`config.mk`:
```
export PLATFORM = sky130hd
export DESIGN_NAME = seven_seg_to_binary
export DESIGN_NICKNAME = d
export VERILOG_FILES = /design/src/rtl/seven_seg_to_binary.sv
export SDC_FILE = /design/constraint.sdc
export NUM_CORES = 1
export LEC_CHECK = 0
export CAP_MARGIN = 10
export CORE_ASPECT_RATIO = 1.4
export CORE_MARGIN = 8
export CORE_UTILIZATION = 48
export DETAILED_ROUTE_END_ITERATION = 8
export PLACE_DENSITY = 0.74
export SYNTH_ARGS = -nofsm -noshare
export SYNTH_HDL_FRONTEND = slang
export SYNTH_SLANG_ARGS = --single-unit
```
`constraint.sdc`:
```
create_clock -name i_Clk -period 2.3 [get_ports i_Clk]
set_input_delay 0.23 -clock i_Clk [delete_from_list [all_inputs] [get_ports i_Clk]]
set_output_delay 0.23 -clock i_Clk [all_outputs]
set_load 0.05 [all_outputs]
```
`src/rtl/seven_seg_to_binary.sv`:
```
// -----------------------------------------------------------------------------
// seven_seg_to_binary
//
// Registered 7-segment to BCD decoder used as a loopback checker / segment-bus
// monitor. The seven segment lines are sampled every clock; a pattern must stay
// unchanged for STABLE_CYCLES consecutive clocks before it is accepted and
// classified as a digit (0..9), a blank (all segments off) or an illegal code.
// A held pattern is accepted exactly once; accepting the same pattern again
// needs some different pattern in between, even a single-cycle glitch.
//
// Optional feature: define SEG7_ERR_COUNT_EN to add the o_Err_Count port, an
// 8-bit saturating count of illegal acceptances cleared only by reset.
// -----------------------------------------------------------------------------
module seven_seg_to_binary #(
    parameter int unsigned STABLE_CYCLES = 4  // legal range 1..255
) (
    input  logic       i_Clk,
    input  logic       i_Rst,
    input  logic       i_Seg_a,
    input  logic       i_Seg_b,
    input  logic       i_Seg_c,
    input  logic       i_Seg_d,
    input  logic       i_Seg_e,
    input  logic       i_Seg_f,
    input  logic       i_Seg_g,
    output logic [3:0] o_Binary,
    output logic       o_Valid,
    output logic       o_Blank,
    output logic       o_Error
`ifdef SEG7_ERR_COUNT_EN
    ,
    output logic [7:0] o_Err_Count
`endif
);

    // -------------------------------------------------------------------------
    // Types
    // -------------------------------------------------------------------------
    typedef enum logic {
        S_TRACK,   // pattern is being timed for stability
        S_LOCKED   // current pattern already accepted; wait for a change
    } state_t;

    typedef enum logic [1:0] {
        KIND_DIGIT,
        KIND_BLANK,
        KIND_ILLEGAL
    } kind_t;

    typedef struct packed {
        kind_t      kind;
        logic [3:0] digit;
    } decode_t;

    // The counter compares against this value on the edge that accepts.
    localparam logic [7:0] LAST_COUNT = 8'(STABLE_CYCLES - 1);

    // Reject out-of-range filter lengths at elaboration time.
    if (STABLE_CYCLES < 1 || STABLE_CYCLES > 255) begin : g_bad_stable_cycles
        $error("seven_seg_to_binary: STABLE_CYCLES must be in 1..255");
    end

    // -------------------------------------------------------------------------
    // Segment pattern decode: P = {a,b,c,d,e,f,g}
    // -------------------------------------------------------------------------
    function automatic decode_t decode_pattern(input logic [6:0] pattern);
        decode_t result;
        result.kind  = KIND_DIGIT;
        result.digit = 4'd0;
        case (pattern)
            7'h7E:   result.digit = 4'd0;
            7'h30:   result.digit = 4'd1;
            7'h6D:   result.digit = 4'd2;
            7'h79:   result.digit = 4'd3;
            7'h33:   result.digit = 4'd4;
            7'h5B:   result.digit = 4'd5;
            7'h5F:   result.digit = 4'd6;
            7'h70:   result.digit = 4'd7;
            7'h7F:   result.digit = 4'd8;
            7'h7B:   result.digit = 4'd9;
            7'h00:   result.kind  = KIND_BLANK;
            default: result.kind  = KIND_ILLEGAL;
        endcase
        return result;
    endfunction

    // -------------------------------------------------------------------------
    // Internal state
    // -------------------------------------------------------------------------
    logic [6:0] seg_pattern;   // raw sampled pattern
    logic [6:0] held_seg;      // pattern currently being timed / locked
    logic [7:0] stable_cnt;    // clocks the held pattern has stayed unchanged
    state_t     state;
    state_t     state_next;
    logic       seg_changed;
    logic       accept;
    decode_t    held_decode;

    assign seg_pattern = {i_Seg_a, i_Seg_b, i_Seg_c, i_Seg_d,
                          i_Seg_e, i_Seg_f, i_Seg_g};

    // Change detection, acceptance strobe and FSM next-state logic.
    always_comb begin
        // NOTE: every signal driven here gets a default first, so no path
        // through the block leaves it unassigned and no latch is inferred.
        seg_changed = (seg_pattern != held_seg);
        accept      = 1'b0;
        held_decode = decode_pattern(held_seg);
        state_next  = state;

        if (seg_changed) begin
            // A new pattern always restarts timing, whatever the state.
            state_next = S_TRACK;
        end else if (state == S_TRACK && stable_cnt == LAST_COUNT) begin
            accept     = 1'b1;
            state_next = S_LOCKED;
        end
    end

    // FSM state register.
    always_ff @(posedge i_Clk or posedge i_Rst) begin
        // NOTE: sequential state uses non-blocking assignments so every
        // register samples the pre-edge values of the others.
        if (i_Rst) begin
            state <= S_TRACK;
        end else begin
            state <= state_next;
        end
    end

    // Stability filter: capture a changed pattern, otherwise count up while
    // tracking. The count is frozen once the pattern is locked.
    always_ff @(posedge i_Clk or posedge i_Rst) begin
        if (i_Rst) begin
            held_seg   <= 7'h00;
            stable_cnt <= 8'd0;
        end else if (seg_changed) begin
            held_seg   <= seg_pattern;
            stable_cnt <= 8'd0;
        end else if (state == S_TRACK && !accept) begin
            stable_cnt <= stable_cnt + 8'd1;
        end
    end

    // Registered outputs: pulses last one clock, o_Binary and o_Blank hold
    // their value between acceptances.
    always_ff @(posedge i_Clk or posedge i_Rst) begin
        if (i_Rst) begin
            o_Binary <= 4'd0;
            o_Valid  <= 1'b0;
            o_Error  <= 1'b0;
            o_Blank  <= 1'b1;
        end else begin
            o_Valid <= 1'b0;
            o_Error <= 1'b0;
            if (accept) begin
                case (held_decode.kind)
                    KIND_DIGIT: begin
                        o_Binary <= held_decode.digit;
                        o_Valid  <= 1'b1;
                        o_Blank  <= 1'b0;
                    end
                    KIND_BLANK: begin
                        o_Blank  <= 1'b1;
                    end
                    default: begin
                        o_Error  <= 1'b1;
                        o_Blank  <= 1'b0;
                    end
                endcase
            end
        end
    end

`ifdef SEG7_ERR_COUNT_EN
    // Saturating count of illegal acceptances; only reset clears it.
    always_ff @(posedge i_Clk or posedge i_Rst) begin
        if (i_Rst) begin
            o_Err_Count <= 8'd0;
        end else if (accept && held_decode.kind == KIND_ILLEGAL
                     && o_Err_Count != 8'hFF) begin
            o_Err_Count <= o_Err_Count + 8'd1;
        end
    end
`endif

endmodule

```
# Word level (Yosys, flattened, before mapping)
# Index checks and enable logic that the tools add are counted.
# W data, S select, Z words.
[totals]
reg_bits = 23
inputBits = 9
out_inout_bits = 7
elab_cells = 45
[classes]
n_reduce_logical = 10
bitwise_logic = 1
n_mux = 13
eq_ne = 13
addsub = 1
[op_table]
columns = ["cell", "count"]
rows = [
  ["$eq A7 B7 Y1 const B", 8],
  ["$pmux W4 S9", 1],
  ["$mux W8", 2],
  ["$eq A7 B6 Y1 const B", 2],
  ["$reduce_or A10 Y1", 1],
  ["$mux W1", 9],
  ["$add A8 B1 Y8 const B", 1],
  ["$eq A8 B2 Y1 const B", 1],
  ["$logic_not A7 Y1", 1],
  ["$ne A7 B7 Y1", 1],
  ["$pmux W2 S2", 1],
  ["$reduce_bool A2 Y1", 2],
  ["$eq A2 B1 Y1 const B", 1],
  ["$logic_and A1 B1 Y1", 2],
  ["$logic_not A2 Y1", 1],
  ["$reduce_and A2 Y1", 1],
  ["$reduce_or A2 Y1", 1],
  ["$logic_not A1 Y1", 1],
  ["$not A1 Y1", 1],
]

# Longest topological paths before layout
[depth]
depth_word = 8
mapped_depth = 7
ltp_nobuf = 6

# Least setup slack after synthesis
# OpenSTA, ideal clock, no wires.
[synth_path]
path_type = "register to register"
startpoint = "register held_seg[0]"
endpoint = "register o_Binary[0]"
period_less_slack_ns = 2.194
setup_ns = 0.125
required_ns = 2.175
n_path_buf = 1
stages_incl_launch_ff = 7
t_arrival_ns = 2.069
slack_ns = 0.106
path_cell_list = "dfrtp_1 -> buf_6 -> or4b_4 -> o32ai_4 -> a21oi_2 -> a2111oi_4 -> mux2_4"
[synth_via]
elab_chain_cells = 5
elab_cells_between_ends = 18
cone_classes = "eq/ne (11); mux (3); reduce/logical (4)"
[synth_lines]
columns = ["item", "line", "rtl"]
rows = [
  ["from (decl)", "91", "logic [6:0] held_seg;"],
  ["from (signal assigned)", "138", "held_seg <= seg_pattern;"],
  ["$eq A7 B7 Y1 or $eq A7 B6 Y1 (tied branches)", "70", "case (pattern)"],
  ["$reduce_or A10 Y1 (no line)", "--", ""],
  ["$pmux W2 S2", "70", ""],
  ["$logic_not A2 Y1", "157", "case (held_decode.kind)"],
  ["$reduce_and A2 Y1 (no line)", "--", ""],
  ["to (signal assigned)", "159", "o_Binary <= held_decode.digit;"],
  ["to (decl)", "26", "output logic [3:0] o_Binary,"],
]
# Parallel ways exist; a longest one is shown, timed or not.
# A chain may end at the register's enable or synchronous reset.

# Worst setup path after layout
[layout_path]
startpoint = "register held_seg[1]"
endpoint = "register o_Binary[0]"
# The elaborated chain is that of the path after synthesis.

==> impl_metrics.csv <==
group,metric,value,unit
layout,final_util,0.600,
clock_tree,cts_sinks,23,
synth,synth_seq_cells,23,
clock_tree,cts-root-buf,"clkbuf_4",
setup_path,path_max_fanout,5,
power,p_leak,0.594,nW
floorplan,initial_utilization,0.510,
layout,finalNetCount,143,
timing,min_period,2190,ps
setup_path,crit_type,"flip-flop to flip-flop",
setup_path,crit_start,"held_seg[1]",
power,p_per_area,466,nW/um^2
setup_path,worstRegToRegCells,5,
setup_path,cp-endpoint,"o_Binary[0]",
synth,synth_fp_nets,129,
timing,fmaxAchievable,456,MHz
layout,diodes,0,
grt,grt_antenna_before_repair,0,
power,switchingPower,156,uW
timing,setup_viol,0,
routing,vias,868,
synth,synth_largest_area_cell,"dfrtp_1",
power,ir_worst_vdd,0.336,mV
timing,rsz0062_at_grt,"no",
layout,fin_area,1440,um^2
floorplan,dieArea,4430,um^2
setup_path,rr_endpoint,"o_Binary[0]",
synth,synth_warnings,0,
routing,finalWirelength,2.32,mm
floorplan,die_y,75.6,um
layout,final-instance-count-excl-fill,166,
clock_tree,clockBufferDepth,2,
setup_path,slowest_delay,560,ps
routing,drc_errors,0,
grt,gr-total-overflow,0,
timing,worst-slew-pin-transition,575,ps
grt,globalRouteMet3Util,0.0152,
power,p_int,513,uW
placement,dp.cells,162,
grt,grt_pass1_wl,3.99,mm
power,seqPwrFrac,0.631,
flow_run,drv_cap,0,
routing,wl_per_cell,14.0,um
setup_path,crit_chain,"or4b_4, o32ai_4, a21oi_2, a2111oi_4, mux2_4",
setup_path,endpoint_kind,"flip-flop",
setup_path,required,2500,ps
power,combPwrFrac,0.102,
routing,ant_nets,0,
clock_tree,cts_setup_buffers,0,
timing,period_share,0.954,
setup_path,critPathArrivalTime,2400,ps
synth,synth_top_area_share,0.452,
placement,post_dp_cell_area,1410,um^2
layout,drive_above_1_share,0.159,
synth,synth.yosys.seq_area_share,0.473,
placement,numPortBuffers,15,
routing,dr.pass1.iters,4,
clock_tree,clk_pin_slew,120,ps
setup_path,r2r_start,"held_seg[1]",
routing,first_iter_violations,22,
power,netSwitchingFraction,0.233,
clock_tree,numCtsBuffers,3,
timing,slew_viol_final,0,
clock_tree,h-tree-depth,1,
setup_path,crit_path_start_kind,"flip-flop",
worst_hold_path,hold_class,"input pin to asynchronous set/reset pin",
timing,final-hold-violation-count,0,
setup_path,rrSetupSlack,110,ps
clock_tree,clkLatencyLatePin,300,ps
synth,synthesis.area,1220,um^2
synth,syn_inst,119,
synth,synthTopCellsByArea,"dfrtp_1 45%, xor2_1 6.5%, nor2_1 3.7%, xnor2_1 3.6%, clkbuf_1 3.1%",
clock_tree,cts_tree,"done",
floorplan,num_rows,21,
floorplan,io_pins,16,
power,clock_power_share,0.267,
timing,clock_skew,7.08,ps
grt,track_usage,0.116,
clock_tree,cts_hold_buffers,0,
grt,busiest_layer,"met2",
setup_path,cp_slowest_cell,"or4b_4",
run_status,status,"complete, no violations",
grt,grt_start_max_net_pins,24,
timing,setup_tns,0,ps
floorplan,fp.dieW,58.6,um
placement,hpwlAfterDp,1.81,mm
grt,grtUsageMet1,0.126,
timing,slew_headroom,0.613,
grt,grt_pass1_vias,918,
layout,area_growth_syn_to_layout,17.8,%
floorplan,core-area,2390,um^2
synth,ys_types,39,
synth,syn-mean-instance-area,10.2,um^2
placement,place.gp.congestion,0.859,
routing,viasPerCell,5.23,
grt,grt_use_met2,0.210,
==> power groups by stage <==
stage / registers [mW] / clock network [mW] / logic (mW)
after global placement: 0.429 / 0 / 0.0671
after detailed placement: 0.430 / 0 / 0.0687
after global routing: 0.423 / 0.200 / 0.0750
final: 0.422 / 0.179 / 0.0679
after CTS: 0.422 / 0.188 / 0.0688
after floorplan: 0.421 / 0 / 0.0514
==> metal layers <==
layer  vias to the layer above  wire [um]
met5                         -          0
met4                         0         36
met3                         4         34
met2                        10       1320
met1                       424        928
li1                        430          -
==> cell usage after synthesis <==
| master | instances |
|---|---|
| a2111oi_1 | 1 |
| a2111oi_4 | 1 |
| a211oi_1 | 2 |
| a21oi_1 | 3 |
| a21oi_2 | 1 |
| and3_1 | 2 |
| buf_2 | 3 |
| buf_4 | 1 |
| buf_6 | 1 |
| clkbuf_1 | 10 |
| dfrtp_1 | 22 |
| dfstp_2 | 1 |
| ha_1 | 1 |
| inv_1 | 5 |
| mux2_2 | 1 |
| mux2_4 | 1 |
| mux2i_1 | 1 |
| nand2_1 | 4 |
| nand2b_1 | 3 |
| nand3_1 | 6 |
| nand3b_1 | 2 |
| nand4_1 | 3 |
| nor2_1 | 12 |
| nor2b_1 | 1 |
| nor3_1 | 1 |
| nor4_1 | 3 |
| nor4b_1 | 1 |
| o2111ai_1 | 1 |
| o21ai_0 | 2 |
| o22ai_1 | 2 |
| o32ai_4 | 1 |
| o41ai_1 | 1 |
| or2_2 | 1 |
| or3_1 | 1 |
| or3b_1 | 1 |
| or4_1 | 1 |
| or4b_4 | 1 |
| xnor2_1 | 5 |
| xor2_1 | 9 |
==> how the worst min path moves through the flow <==
stage,startpoint,to,slack [ps],depth (start not counted)
2_1_floorplan,i_Rst,held_seg[0],230,1
6_report,i_Rst,stable_cnt[1],250,3
4_1_cts,i_Rst,o_Binary[3],260,3
3_3_place_gp,o_Binary[0],o_Binary[0],500,1
3_5_place_dp,o_Binary[0],o_Binary[0],520,1
5_1_grt,i_Rst,o_Binary[1],290,3
==> critical path: cells and delay by family (launching register included) <==
kind,cells,cell delay (ps)
flip-flops,1,450
AND/OR/NAND/NOR,1,560
AO/OA/AOI/OAI,3,760
multiplexers,1,330
==> layout by cell type (no fill, tap or decap), types with 4 or more instances in the layout <==
master	netlist	routed
inv_1	5	5
nand3_1	6	6
clkdlybuf4s50_1	0	15
xor2_1	9	9
nand2_1	4	4
xnor2_1	5	5
dfrtp_1	22	21
nor2_1	12	12
buf_4	1	9
==> metrics by stage <==
step           power [mW]  setup WS [ps]  hold WS [ps]
6_report            0.669            107           246
5_1_grt             0.698           19.8           291
4_1_cts             0.678           75.7           256
3_5_place_dp        0.498           92.7           516
3_3_place_gp        0.496           98.4           505
2_1_floorplan       0.473            106           231
==> flip-flops by register name, indices dropped and copies added, names as in the netlist <==
name,flops
stable_cnt,8
held_seg,7
o_Binary,4
o_Blank,1
o_Error,1
o_Valid,1
state,1
==> what timing repair did <==
item / 4_1_cts / 5_1_grt
endpoints found under the setup margin: 0 / 1
hold endpoints to repair: 0 / 0
resized for setup: 0 / 1
==> cell type report <==
cell class	count	area (um^2)
Inverter	5	18.8
Clock buffer	4	26.3
Tap cell	34	42.5
Sequential cell	23	578
Timing Repair Buffer	24	218
Multi-Input combinational cell	76	552
Fill cell	196	956
==> cells by family (layout without fill, tap and decap cells) <==
group	count (synthesis)	in the layout	share of synthesized area
adder cells (fa/ha/maj)	1	1	0.0103
XOR/XNOR	14	14	0.101
multiplexers	3	3	0.0298
flip-flops	23	23	0.473
AO/OA/AOI/OAI	15	15	0.118
AND/OR/NAND/NOR	43	43	0.194
buffers and inverters	20	33	0.0739
Power figures use the tool's default switching activity.
